$ cat src/rtl/mem_access_pkg.sv
// Shared types and constants for the memory-access pipeline stage.
package mem_access_pkg;

  localparam logic [1:0] WB_SEL_ALU  = 2'b00;
  localparam logic [1:0] WB_SEL_LOAD = 2'b01;
  localparam logic [1:0] WB_SEL_PC4  = 2'b10;

  localparam int PKT_DATA_W = 32;

  typedef enum logic [1:0] {
    IDLE,
    REQ,
    WAIT_RESP
  } state_t;

  typedef struct packed {
    logic                  reg_write;
    logic [4:0]            rd;
    logic [PKT_DATA_W-1:0] data;
  } wb_pkt_t;

endpackage

$ cat src/rtl/mem_access_stage.sv
// Memory stage: issues load/store requests over a valid/ready bus and emits a one-cycle writeback pulse.
// Optional misaligned-access trap is enabled by defining MEM_ACCESS_MISALIGN_TRAP_EN.
module mem_access_stage
  import mem_access_pkg::*;
#(
  parameter int DATA_W = 32,
  parameter int ADDR_W = 32
) (
  input  logic              clk,
  input  logic              reset,
  input  logic              in_valid,
  output logic              in_ready,
  input  logic [DATA_W-1:0] alu_result_in,
  input  logic [DATA_W-1:0] store_data_in,
  input  logic [DATA_W-1:0] pc_plus_four_in,
  input  logic              data_mem_write_in,
  input  logic              reg_write_in,
  input  logic [4:0]        rd_address_in,
  input  logic [1:0]        alu_or_load_or_pc_plus_four_in,
  output logic              dmem_req_valid,
  input  logic              dmem_req_ready,
  output logic              dmem_req_write,
  output logic [ADDR_W-1:0] dmem_req_addr,
  output logic [DATA_W-1:0] dmem_req_wdata,
  input  logic              dmem_resp_valid,
  input  logic [DATA_W-1:0] dmem_resp_rdata,
  output logic              wb_valid,
  output logic              wb_reg_write,
  output logic [4:0]        wb_rd_address,
  output logic [DATA_W-1:0] wb_data,
  output logic              misaligned
);

  state_t            state;
  logic              cap_reg_write;
  logic [4:0]        cap_rd;
  logic              is_mem_op;
  logic [DATA_W-1:0] nonmem_data;

  always_comb begin
    is_mem_op   = data_mem_write_in | (alu_or_load_or_pc_plus_four_in == WB_SEL_LOAD);
    nonmem_data = (alu_or_load_or_pc_plus_four_in == WB_SEL_PC4) ? pc_plus_four_in : alu_result_in;
  end

`ifdef MEM_ACCESS_MISALIGN_TRAP_EN
  logic addr_misaligned;
  assign addr_misaligned = |alu_result_in[1:0];
`else
  assign misaligned = 1'b0;
`endif

  assign in_ready = (state == IDLE);

  // wb_valid, wb_reg_write and misaligned default low each cycle so they only ever pulse.
  always_ff @(posedge clk) begin
    if (reset) begin
      state          <= IDLE;
      cap_reg_write  <= 1'b0;
      cap_rd         <= '0;
      dmem_req_valid <= 1'b0;
      dmem_req_write <= 1'b0;
      dmem_req_addr  <= '0;
      dmem_req_wdata <= '0;
      wb_valid       <= 1'b0;
      wb_reg_write   <= 1'b0;
      wb_rd_address  <= '0;
      wb_data        <= '0;
`ifdef MEM_ACCESS_MISALIGN_TRAP_EN
      misaligned     <= 1'b0;
`endif
    end else begin
      wb_valid     <= 1'b0;
      wb_reg_write <= 1'b0;
`ifdef MEM_ACCESS_MISALIGN_TRAP_EN
      misaligned   <= 1'b0;
`endif
      case (state)
        IDLE: begin
          if (in_valid) begin
            if (!is_mem_op) begin
              wb_valid      <= 1'b1;
              wb_data       <= nonmem_data;
              wb_rd_address <= rd_address_in;
              wb_reg_write  <= reg_write_in && (rd_address_in != 5'd0);
`ifdef MEM_ACCESS_MISALIGN_TRAP_EN
            end else if (addr_misaligned) begin
              wb_valid      <= 1'b1;
              wb_rd_address <= rd_address_in;
              misaligned    <= 1'b1;
`endif
            end else begin
              state          <= REQ;
              cap_reg_write  <= reg_write_in;
              cap_rd         <= rd_address_in;
              dmem_req_valid <= 1'b1;
              dmem_req_write <= data_mem_write_in;
              dmem_req_addr  <= ADDR_W'(alu_result_in);
              dmem_req_wdata <= store_data_in;
            end
          end
        end
        REQ: begin
          if (dmem_req_ready) begin
            dmem_req_valid <= 1'b0;
            dmem_req_write <= 1'b0;
            if (dmem_req_write) begin
              state         <= IDLE;
              wb_valid      <= 1'b1;
              wb_rd_address <= cap_rd;
            end else begin
              state <= WAIT_RESP;
            end
          end
        end
        WAIT_RESP: begin
          if (dmem_resp_valid) begin
            state         <= IDLE;
            wb_valid      <= 1'b1;
            wb_data       <= dmem_resp_rdata;
            wb_rd_address <= cap_rd;
            wb_reg_write  <= cap_reg_write && (cap_rd != 5'd0);
          end
        end
        default: state <= IDLE;
      endcase
    end
  end

endmodule

$ cat config.mk
export PLATFORM = sky130hd
export DESIGN_NAME = mem_access_stage
export DESIGN_NICKNAME = d
export VERILOG_FILES = /design/src/rtl/mem_access_pkg.sv /design/src/rtl/mem_access_stage.sv
export SDC_FILE = /design/constraint.sdc
export NUM_CORES = 1
export LEC_CHECK = 0
export ABC_AREA = 1
export CAP_MARGIN = 20
export CORE_ASPECT_RATIO = 0.75
export CORE_MARGIN = 3
export CORE_UTILIZATION = 43
export DETAILED_ROUTE_END_ITERATION = 10
export GPL_ROUTABILITY_DRIVEN = 0
export PLACE_DENSITY = 0.94
export SLEW_MARGIN = 15
export SYNTH_ARGS = -nofsm -noshare
export SYNTH_HDL_FRONTEND = slang
export SYNTH_SLANG_ARGS = --single-unit
$ cat constraint.sdc
create_clock -name clk -period 3 [get_ports clk]
set_input_delay 0.6 -clock clk [delete_from_list [all_inputs] [get_ports clk]]
set_output_delay 0.6 -clock clk [all_outputs]
set_load 0.1 [all_outputs]
After elaboration in Yosys (flattened, before gate mapping):

Index checks and enable logic that the tools add are counted.

* register bits: 113
* bits of input ports: 142
* output and inout port bits: 107
* logic and storage cells: 69

* eq/ne operators: 10
* multiplexer cells: 34
* bitwise logic cells: 1
* reduce and logical (&&, ||, !) cells: 13

Operators with widths (count)
* $mux 32: 4
* $pmux 32 s2: 1
* $mux 5: 5
* $pmux 5 s3: 1
* $mux 1: 13
* $reduce_and 4->1: 3
* $mux 2: 5
* $ne 2x2->1 const B: 5
* $reduce_bool 5->1: 2
* $pmux 1 s2: 3
* $pmux 2 s3: 1
* $reduce_and 6->1: 1
* $eq 2x1->1 const B: 2
* $eq 2x2->1 const B: 2
* $reduce_bool 2->1: 2
* $pmux 1 s3: 1
* $reduce_and 3->1: 1
* $reduce_bool 3->1: 1
* $logic_and 1x1->1: 2
* $logic_not 2->1: 1
* $ne 2x1->1 const B: 1
* $or 1x1->1: 1

Logic depth before layout (Yosys ltp):

Gate-level depths: netlist (run 1).

* depth after elaboration: 5
* depth in mapped cells: 11
* depth with buffers taken out: 9

Worst setup path after synthesis (run 1):

OpenSTA, ideal clock, no wires.

* kind: reg-to-reg
* from: reg state[0]
* to: reg wb_data[11]
* library setup time: 0.113 ns
* arrival time: 2.121 ns
* required time: 2.887 ns
* setup slack: 0.766 ns
* cell stages (with the launch flop): 10
* buffers on the path: 2
* clock period less this slack: 2.234 ns
* cells stage by stage: dfxtp_1 inv_1 ha_1 buf_2 nand2_1 nand2_1 nand3_4 buf_2 nor2_1 nor2_1

* cells in the longest elaborated chain, start to end: 3
* elaborated cells on any way between the ends: 8
* classes of those cells: eq/ne: 4; mux: 1; reduce/logical: 3

RTL lines
* start, declared: line mem_access_stage.sv:34 `state_t state;`
* start signal, assigned: line mem_access_stage.sv:57 `state <= IDLE;`
* start signal, assigned: line mem_access_stage.sv:92 `state <= REQ;`
* start signal, assigned: line mem_access_stage.sv:107 `state <= IDLE;`
* $logic_not 2->1 *
* via in_ready: line mem_access_stage.sv:12 `output logic in_ready,`
* $ne 2x2->1 (no line) or $reduce_bool 2->1 (tied branches)
* $reduce_and 4->1 (no line)
* end signal, assigned: line mem_access_stage.sv:82 `wb_data <= nonmem_data;`
* end signal, assigned: line mem_access_stage.sv:119 `wb_data <= dmem_resp_rdata;`
* end, declared: line mem_access_stage.sv:30 `output logic [DATA_W-1:0] wb_data,`

The timed path passes the listed nets; every way through them passes the cells marked *.
A chain may end at the register's enable or synchronous reset.

Final worst setup path (run 1):

* from: reg state[0]
* to: reg wb_data[27]

* cells in the longest elaborated chain, start to end: 3
* elaborated cells on any way between the ends: 8
* classes of those cells: eq/ne: 4; mux: 1; reduce/logical: 3

RTL lines
* $eq 2x2->1 or $logic_not 2->1 (tied branches): line mem_access_stage.sv:77 `case (state)`
* $ne 2x2->1 (no line) or $reduce_bool 2->1 (tied branches)
* $reduce_and 4->1 (no line)

Several ways; a longest one is shown, not always the timed one.

==> flow_summary.yaml, run 1 <==
status:
  outcome: "completed"
clocking:
  post_cts_buffers: 0
  hold_buffers: 0
  clk_pin_slew_ps: 60
  cts.sinks: 113
  insertion_delay_ps: 400
  cts_root_buf: "clkbuf_16"
  cts_buffers: 17
  ctsLongestPathBuffers: 2
  cts_tree: "yes"
  post_cts_resized: 0
  htreeDepth: 4
pwr:
  leakage_nw: 4.20
  pwr-share-clk_pct: 31.7
  swShare_pct: 43.9
  p_int_mw: 3.79
  switchingPower_mw: 2.97
  power_frac_comb_pct: 41.2
  irDropWorstVdd_v: 0.000600
  powerDensity_nw_per_um2: 816
  power_mw: 6.76
  p_seq_share_pct: 27.1
detailed_routing:
  via_per_inst: 4.76
  ant_nets: 0
  wl_mm: 18.1
  drt_iter0_markers: 293
  first_pass_iters: 5
  drc: 0
  wl_per_cell_um: 14.2
  vias: 6044
setup_path:
  crit_fanout: 44
  startpoint_type: "flop"
  worst_path_most_repeated_cell: "nand2_1"
  worst_ep_arrival_time_ps: 2690
  crit_chain: "inv_1 -> ha_1 -> buf_4 -> nand2_1 -> nand2_1 -> nand3_4 -> buf_12 -> nand2_1 -> nand2_1 -> nor2_1"
  critical-path-max-stage-delay_ps: 400
  worstSetupPathType: "flop to flop"
  endpoint_kind: "flop"
  critPathRequiredTime_ps: 3340
  slowest_stage: "buf_4"
cells_and_area:
  num_antenna_cells: 0
  syn_to_final_growth_pct: 52.9
  final_area_sq_um: 8290
  stdcell_count: 1271
  nNetsFinal: 1242
  post-route-util_pct: 69.3
  drive_gt1_share_pct: 14.3
global_routing:
  grt_pass1_wl_mm: 28.0
  grt.overflow.total: 0
  grt_pass1_vias: 5666
  gr-usage-all-layers_pct: 25.4
  antenna_found_initial: 0
  grt_max_degree: 108
sta:
  fin_setup_tns_ps: 0
  fmax_mhz: 425
  period_share_pct: 78.4
  slew_headroom_pct: 58.0
  worstMarginPinSlew_ps: 630
  timing.hold.ws_ps: 467
  min_period_ps: 2350
  finalSetupViolations: 0
  setup_slack_ps: 649
  hold_viol: 0
  report.final.slew_viol_count: 0
  rsz0062_at_grt: "no"
  fin_skew_ps: 8.16
placement:
  portBuffers: 247
  placed_area_sq_um: 7660
  hpwl_mm: 12.7
  placed_cells: 1239
  place_ws_ps: 563
die:
  start_util_pct: 45.4
  die-height_um: 103
  core_sq_um: 12000
  rows: 34
  die_w_um: 136
  io_pins: 249
  die_area_sq_um: 14000
logic_synthesis:
  syn_area_per_cell_sq_um: 6.23
  async_flop_share_pct: 0
  synth.yosys.seq_area_share_pct: 41.7
  synthFlopType: "dfxtp_1"
  synth_area_sq_um: 5420
  synth_edf_count: 0
  synthCells: 870
  ys_seq_elements: 113
  syn-num-nets: 1016
  synthDistinctLibCells: 26
  yosysWarnings: 0
hold_path:
  hold_class: "flop to flop"
flow_run:
  maxCapViolations: 0
## critical path, delay by kind of cell (launching register included)
| family | cells | cell delay [ps] |
|---|---|---|
| buffers and inverters | 3 | 780 |
| flip-flops | 1 | 330 |
| AND/OR/NAND/NOR | 6 | 920 |
| adder cells (fa/ha/maj) | 1 | 220 |
## path summary, 6_finish.rpt
check | from | to | slack [ps] | depth (start not counted)
min | dmem_req_valid$_SDFFE_PP0P_ | dmem_req_valid$_SDFFE_PP0P_ | 470 | 2
max | state[0]$_SDFFE_PP0P_ | wb_data[27]$_SDFFE_PP0P_ | 650 | 10
min reg2reg | dmem_req_valid$_SDFFE_PP0P_ | dmem_req_valid$_SDFFE_PP0P_ | 470 | 2
max reg2reg | state[0]$_SDFFE_PP0P_ | wb_data[27]$_SDFFE_PP0P_ | 650 | 10
## kinds of logic (layout without fill, tap and decap cells)
group	count (synthesis)	in the layout	synth area share [%]
AND/OR/NAND/NOR	500	500	36.5
buffers and inverters	171	410	13.3
adder cells (fa/ha/maj)	4	4	0.923
AO/OA/AOI/OAI	81	81	7.54
flip-flops	113	113	41.7
other	1	1	0.0692
## synthesized netlist by cell type, drive strengths merged, types with 4 or more instances
cell type,n,share of area [%]
nor2,230,16
nand2,222,15
inv,122,8.5
dfxtp,113,42
o21ai,70,6.5
nand3,40,4.0
buf,30,3.5
clkbuf,18,1.2
a21oi,9,0.83
nand4,7,0.81
ha,4,0.92
## layout make-up
class / instances / area [sq um]
Fill cell: 960 / 3660
Inverter: 123 / 464
Clock inverter: 14 / 189
Timing Repair Buffer: 255 / 2290
Clock buffer: 18 / 439
Sequential cell: 113 / 2260
Multi-Input combinational cell: 586 / 2440
Tap cell: 162 / 203
## power groups by stage
stage	clock [mW]	sequential (mW)	combinational, mW
2_1_floorplan	0	3.25	0.714
3_3_place_gp	0	1.85	2.74
3_5_place_dp	0	1.86	2.77
4_1_cts	2.18	1.83	2.79
5_1_grt	2.25	1.86	2.94
6_report	2.14	1.83	2.79
## state kept, by name (all words and copies together), names as in the netlist
name / cells
wb_data: 32
dmem_req_write: 1
wb_reg_write: 1
dmem_req_addr: 32
cap_reg_write: 1
dmem_req_wdata: 32
dmem_req_valid: 1
wb_valid: 1
state: 2
cap_rd: 5
wb_rd_address: 5
## routing by layer
metal / global-route usage [%] / share of wire [%]
met2: 43.7 / 47
met1: 28.8 / 41
met3: 9.77 / 10
met5: 0 / 0
met4: 9.99 / 2.4
## layout by cell type (no fill, tap or decap)
cell type / Yosys / layout
a21oi_1: 9 / 9
nor2_1: 228 / 228
dfxtp_1: 113 / 113
nand3_4: 1 / 1
nand2_1: 221 / 221
clkinv_4: 0 / 1
nor2_4: 1 / 1
clkbuf_8: 0 / 1
ha_1: 4 / 4
o211ai_1: 1 / 1
inv_1: 116 / 116
clkbuf_16: 0 / 17
o21ai_0: 30 / 30
clkinv_2: 0 / 3
or2_2: 1 / 1
a31oi_1: 1 / 1
conb_1: 1 / 1
bufinv_16: 0 / 4
inv_2: 5 / 6
buf_12: 0 / 2
buf_4: 8 / 112
nor2_2: 1 / 1
clkdlybuf4s50_1: 0 / 141
nand4_1: 7 / 7
clkinvlp_4: 0 / 6
nand2_2: 1 / 1
nand3_1: 38 / 38
inv_4: 1 / 1
o21ai_1: 40 / 40
nand3_2: 1 / 1
Note: power is estimated with default switching activity, not from simulation.
==> inputs of run 2 (changes only) <==
--- a/config.mk
+++ b/config.mk
@@ -9,10 +9,10 @@
 export CAP_MARGIN = 20
 export CORE_ASPECT_RATIO = 0.75
 export CORE_MARGIN = 3
-export CORE_UTILIZATION = 43
+export CORE_UTILIZATION = 42
 export DETAILED_ROUTE_END_ITERATION = 10
 export GPL_ROUTABILITY_DRIVEN = 0
-export PLACE_DENSITY = 0.94
+export PLACE_DENSITY = 0.92
 export SLEW_MARGIN = 15
 export SYNTH_ARGS = -nofsm -noshare
 export SYNTH_HDL_FRONTEND = slang
==> constraint.sdc (replaced) <==
create_clock -name clk -period 2.2 [get_ports clk]
set_input_delay 0.44 -clock clk [delete_from_list [all_inputs] [get_ports clk]]
set_output_delay 0.44 -clock clk [all_outputs]
set_load 0.1 [all_outputs]
==> run 2 against run 1 <==
Against the previous run:
- die area increased by 2.3%
- sequential cell count did not move
- sequential share of layout area shrank 0.31 points
- count of clock-buffer cells in the layout is 5 higher
- utilization is 1.9 points lower
- largest power group unchanged
==> flow_summary.yaml, run 2 (synthesized netlist as in run 1, its figures left out) <==
setup_path:
  critical-path-max-stage-delay_ps: 340
  rr_worst_depth: 9
  worst_ep_arrival_time_ps: 1370
  slowest_stage: "dfxtp_1"
  cp.buffers_inverters: 2
  crit_chain: "inv_1 -> ha_2 -> buf_12"
  worstSetupPathType: "flop to primary output"
  path_depth: 3
  critPathTopFamily: "flip-flops"
  crit_fanout: 9
  startpoint_type: "flop"
  r2r_slack_ps: 500
  endpoint_kind: "primary output"
  critPathRequiredTime_ps: 1760
hold_path:
  hold_class: "flop to flop"
  hold_path_depth: 2
pwr:
  powerDensity_nw_per_um2: 1100
  pwr-share-clk_pct: 31.7
  p_seq_share_pct: 27.0
  power_mw: 9.25
  power_frac_comb_pct: 41.3
  leakage_nw: 4.26
  swShare_pct: 43.1
  switchingPower_mw: 3.98
  p_int_mw: 5.27
  irDropWorstVdd_v: 0.000559
flow_run:
  maxCapViolations: 0
cells_and_area:
  syn_to_final_growth_pct: 54.6
  nNetsFinal: 1248
  layout_commonest_cell: "nor2_1"
  stdcell_count: 1281
  nFillCells: 1040
  top_regs: "dmem_req_addr: 32 flops, dmem_req_wdata: 32 flops, wb_data: 32 flops"
  final_cell_mix: "nor2_1, nand2_1, clkdlybuf4s50_1"
  num_antenna_cells: 0
  drive_gt1_share_pct: 14.6
  post-route-util_pct: 67.4
clocking:
  hold_buffers: 0
  htreeDepth: 4
  cts.sinks: 113
  post_cts_resized: 0
  cts_tree: "yes"
  ctsLongestPathBuffers: 2
  post_cts_buffers: 0
  insertion_delay_ps: 390
  cts_buffers: 17
  cts_root_buf: "clkbuf_16"
  clk_pin_slew_ps: 50
sta:
  rsz0062_at_grt: "no"
  fin_skew_ps: 7.87
  min_period_ps: 1810
  report.final.slew_viol_count: 0
  period_share_pct: 82.2
  fin_setup_tns_ps: 0
  finalSetupViolations: 0
  fmax_mhz: 553
  hold_viol: 0
placement:
  placed_cells: 1249
  hpwl_mm: 12.7
  portBuffers: 247
die:
  start_util_pct: 43.6
  die-height_um: 104
  io_pins: 249
  core_sq_um: 12400
  rows: 35
  die_area_sq_um: 14300
  die_w_um: 137
global_routing:
  grt_pass1_vias: 5758
  grt_max_degree: 65
  grt.overflow.total: 0
  gr-usage-all-layers_pct: 24.0
  antenna_found_initial: 0
  grt_pass1_wl_mm: 27.5
detailed_routing:
  drc: 0
  drt_iter0_markers: 288
  via_per_inst: 4.69
  wl_per_cell_um: 13.7
  first_pass_iters: 4
  vias: 6002
  wl_mm: 17.5
  ant_nets: 0
status:
  outcome: "completed"
run 2: cell count changes in the layout (fill, tap and decap cells not counted):
| cell | change |
|---|---|
| clkinvlp_4 | -4 |
| buf_12 | +3 |
| ha_2 | +1 |
| ha_1 | -1 |
| buf_4 | +3 |
| clkbuf_1 | +3 |
| clkinv_2 | -1 |
| clkbuf_8 | +2 |
run 2: worst paths after layout:
| path | start | endpoint |
|---|---|---|
| setup / recovery | state[0]$_SDFFE_PP0P_ | in_ready |
| hold / removal | dmem_req_valid$_SDFFE_PP0P_ | dmem_req_valid$_SDFFE_PP0P_ |
| setup reg to reg | state[1]$_SDFFE_PP0P_ | wb_rd_address[0]$_SDFFE_PP0P_ |
| hold reg to reg | dmem_req_valid$_SDFFE_PP0P_ | dmem_req_valid$_SDFFE_PP0P_ |
run 2: worst register-to-register path, delay by kind of cell, from the launching register on:
| family | cells | cell delay, ps |
|---|---|---|
| adders and majority gates | 1 | 260 |
| buffers and inverters | 2 | 160 |
| and+or+nand+nor | 6 | 840 |
| DFF | 1 | 380 |
run 2: per-stage QoR:
step | hold slack [ps] | setup WS (ps) | area [sq um]
after floorplan | 429 | 289 | 5430
after global placement | 445 | 274 | 7750
after detailed placement | 455 | 192 | 7750
after CTS | 464 | 377 | 8380
after global routing | 483 | 332 | 8380
final | 466 | 392 | 8380
run 2: cell type report:
| class | count | area (sq um) | share of cell area, % |
|---|---|---|---|
| multi-input combinational | 586 | 2440 | 29.1 |
| timing repair buffer | 261 | 2370 | 28.3 |
| sequential | 113 | 2260 | 27.0 |
| clock buffer | 23 | 478 | 5.70 |
| inverter | 123 | 464 | 5.54 |
| tap | 166 | 208 | 2.48 |
| clock inverter | 9 | 154 | 1.84 |
run 2: routing by layer:
| metal | GRT usage [%] | vias to the layer above | routed length [um] | share of wire [%] |
|---|---|---|---|---|
| li1 | - | 3080 | - | - |
| met1 | 28.2 | 2670 | 7240 | 41 |
| met2 | 40.6 | 223 | 8220 | 47 |
| met3 | 8.22 | 29 | 1660 | 9.4 |
| met4 | 8.33 | 0 | 412 | 2.4 |
| met5 | 0 | - | 0 | 0 |
run 2: power groups by stage:
stage / registers [mW] / logic, mW / clock network, mW
4_1_cts: 2.50 / 3.83 / 2.98
5_1_grt: 2.53 / 4.05 / 3.06
6_report: 2.50 / 3.82 / 2.93
2_1_floorplan: 4.43 / 0.976 / 0
3_5_place_dp: 2.54 / 3.82 / 0
3_3_place_gp: 2.52 / 3.78 / 0
==> inputs of run 3 (changes only) <==
--- a/config.mk
+++ b/config.mk
@@ -9,10 +9,10 @@
 export CAP_MARGIN = 20
 export CORE_ASPECT_RATIO = 0.75
 export CORE_MARGIN = 3
-export CORE_UTILIZATION = 42
+export CORE_UTILIZATION = 38
 export DETAILED_ROUTE_END_ITERATION = 10
 export GPL_ROUTABILITY_DRIVEN = 0
-export PLACE_DENSITY = 0.92
+export PLACE_DENSITY = 0.89
 export SLEW_MARGIN = 15
 export SYNTH_ARGS = -nofsm -noshare
 export SYNTH_HDL_FRONTEND = slang
==> constraint.sdc (replaced) <==
create_clock -name clk -period 1.5 [get_ports clk]
set_input_delay 0.3 -clock clk [delete_from_list [all_inputs] [get_ports clk]]
set_output_delay 0.3 -clock clk [all_outputs]
set_load 0.1 [all_outputs]
==> run 3 against run 2 <==
Against the previous run:
- the flow now finishes with violations (negative setup slack)
- die area rose by 10%
- critical endpoint unchanged
- register-to-register slack got worse by 530 ps
- utilization rose by 8.3 points
- largest power group unchanged
- cell count rose by 3.4%
- sequential share of layout area fell by 5.3 points
- design area rose by 25%
- critical path type unchanged
==> flow_summary.yaml, run 3 (synthesized netlist as in run 1, its figures left out) <==
setup_path:
  endpoint_kind: "primary output"
  path_depth: 4
  r2r_slack_ps: -30
  critical-path-max-stage-delay_ps: 370
  cp.buffers_inverters: 3
  rr_worst_depth: 9
  critPathLaunch: "state[0]$_SDFFE_PP0P_"
  critPathTopFamily: "flip-flops"
  crit_end: "in_ready"
  timing.rr.end: "dmem_req_addr[28]$_SDFFE_PP0P_"
  crit_chain: "inv_4 -> ha_4 -> buf_6 -> buf_12"
  startpoint_type: "flop"
  worstSetupPathType: "flop to primary output"
  slowest_stage: "dfxtp_4"
  crit_fanout: 4
  critPathRequiredTime_ps: 1200
  rr_startpoint: "state[0]$_SDFFE_PP0P_"
  worst_ep_arrival_time_ps: 1260
cells_and_area:
  top_regs: "dmem_req_addr: 32 flops, dmem_req_wdata: 32 flops, wb_data: 32 flops"
  regArea_sq_um: 2270
  post-route-util_pct: 75.7
  syn_to_final_growth_pct: 93.3
  layout_commonest_cell: "nand2_1"
  num_antenna_cells: 0
  final_cell_mix: "nand2_1, nor2_1, clkdlybuf4s50_1"
  multi_input_area_sq_um: 2660
  nNetsFinal: 1283
  drive_gt1_share_pct: 23.2
  nFillCells: 912
die:
  rows: 37
  die_w_um: 144
  die-height_um: 109
  io_pins: 249
  core_sq_um: 13800
  start_util_pct: 39.2
  die_area_sq_um: 15800
clocking:
  htreeDepth: 4
  cts.sinks: 113
  insertion_delay_ps: 410
  cts_root_buf: "clkbuf_16"
  ctsLongestPathBuffers: 2
  clk_pin_slew_ps: 60
  cts_buffers: 17
  cts_tree: "yes"
global_routing:
  grt_pass1_wl_mm: 29.8
  grt_max_degree: 41
  grt_pass1_vias: 6167
  antenna_found_initial: 0
  gr-usage-all-layers_pct: 24.1
  grt.overflow.total: 0
placement:
  portBuffers: 247
  hpwl_mm: 14.6
  place_ws_ps: -336
detailed_routing:
  vias: 6438
  wl_mm: 21.3
  drt_iter0_markers: 399
  ant_nets: 0
  first_pass_iters: 5
  wl_per_cell_um: 16.0
  via_per_inst: 4.86
  drc: 0
sta:
  report.final.slew_viol_count: 0
  hold_viol: 0
  fmax_mhz: 640
  finalSetupViolations: 9
  fin_skew_ps: 5.00
  period_share_pct: 104
  timing.hold.ws_ps: 469
  rsz0062_at_grt: "yes"
  fin_setup_tns_ps: -139
  setup_slack_ps: -62.5
  min_period_ps: 1560
pwr:
  power_frac_comb_pct: 48.0
  leakage_nw: 4.92
  switchingPower_mw: 6.38
  swShare_pct: 42.4
  powerDensity_nw_per_um2: 1440
  p_seq_share_pct: 25.9
  irDropWorstVdd_v: 0.00102
  p_int_mw: 8.69
  pwr-share-clk_pct: 26.1
flow_run:
  maxCapViolations: 0
status:
  violations: "negative setup slack"
  outcome: "finished, violations left"
hold_path:
  hold_class: "flop to flop"
  hp-start: "cap_reg_write$_SDFFE_PP0P_"
  hold_path_depth: 2
-- run 3: changes by cell type in the layout (fill, tap and decap cells not counted), moves of 4 or more --
cell	delta
buf_12	+115
buf_4	-97
buf_6	+5
clkbuf_16	+8
nand2_1	-4
nand2_2	+4
nor2_1	-44
nor2_2	+41
o21ai_0	-27
o21ai_1	+12
o21ai_2	+15
-- run 3: repair_timing --
item | CTS | global route
setup buffers | 2 | 4
pin swaps | 1 | 5
setup endpoints to repair | 1 | 87
endpoints found under the hold margin | 0 | 0
gates cloned | 0 | 12
gates resized for setup | 3 | 97
hold buffers | 0 | 0
-- run 3: metrics by stage --
stage / total power, mW / std cells / cell area, sq um
after floorplan: 8.03 / 870 / 5540
after global placement: 10.6 / 1275 / 9320
after detailed placement: 10.7 / 1275 / 9320
after CTS: 14.7 / 1309 / 9920
after global routing: 15.6 / 1325 / 10500
final: 15.1 / 1325 / 10500
-- run 3: power groups by stage --
stage                     logic (mW)  registers [mW]  clock network [mW]
after floorplan                 1.53            6.51                   0
after global placement          6.69            3.91                   0
after detailed placement        6.78            3.94                   0
after CTS                       6.83            3.88                3.98
after global routing            7.57            3.95                4.12
final                           7.24            3.90                3.93
-- run 3: how the worst min path moves through the flow --
stage	end
final	cap_reg_write$_SDFFE_PP0P_
after global routing	cap_reg_write$_SDFFE_PP0P_
after CTS	cap_reg_write$_SDFFE_PP0P_
after detailed placement	cap_reg_write$_SDFFE_PP0P_
after global placement	cap_reg_write$_SDFFE_PP0P_
after floorplan	dmem_req_write$_SDFFE_PP0P_
-- run 3: area by class of cell --
cell class / instances / area share [%]
Sequential cell: 113 / 21.6
Clock inverter: 10 / 1.05
Tap cell: 175 / 2.09
Clock buffer: 22 / 4.43
Inverter: 123 / 4.73
Timing Repair inverter: 1 / 0.107
Timing Repair Buffer: 295 / 40.5
Multi-Input combinational cell: 586 / 25.4
-- run 3: per-layer routing --
metal  routed length, um  global-route usage, %
met2               10200                   41.0
met4                 608                   10.3
met5                   0                      0
met3                2210                   9.83
met1                8270                   26.5
-- run 3: worst register-to-register path, stage by stage (launching register included) --
cell	delay, ps
dfxtp_4	370
inv_4	50
ha_4	160
buf_4	160
nand3_4	120
buf_12	160
clkinv_16	80
clkbuf_16	170
nor2_2	110
nor2_1	50
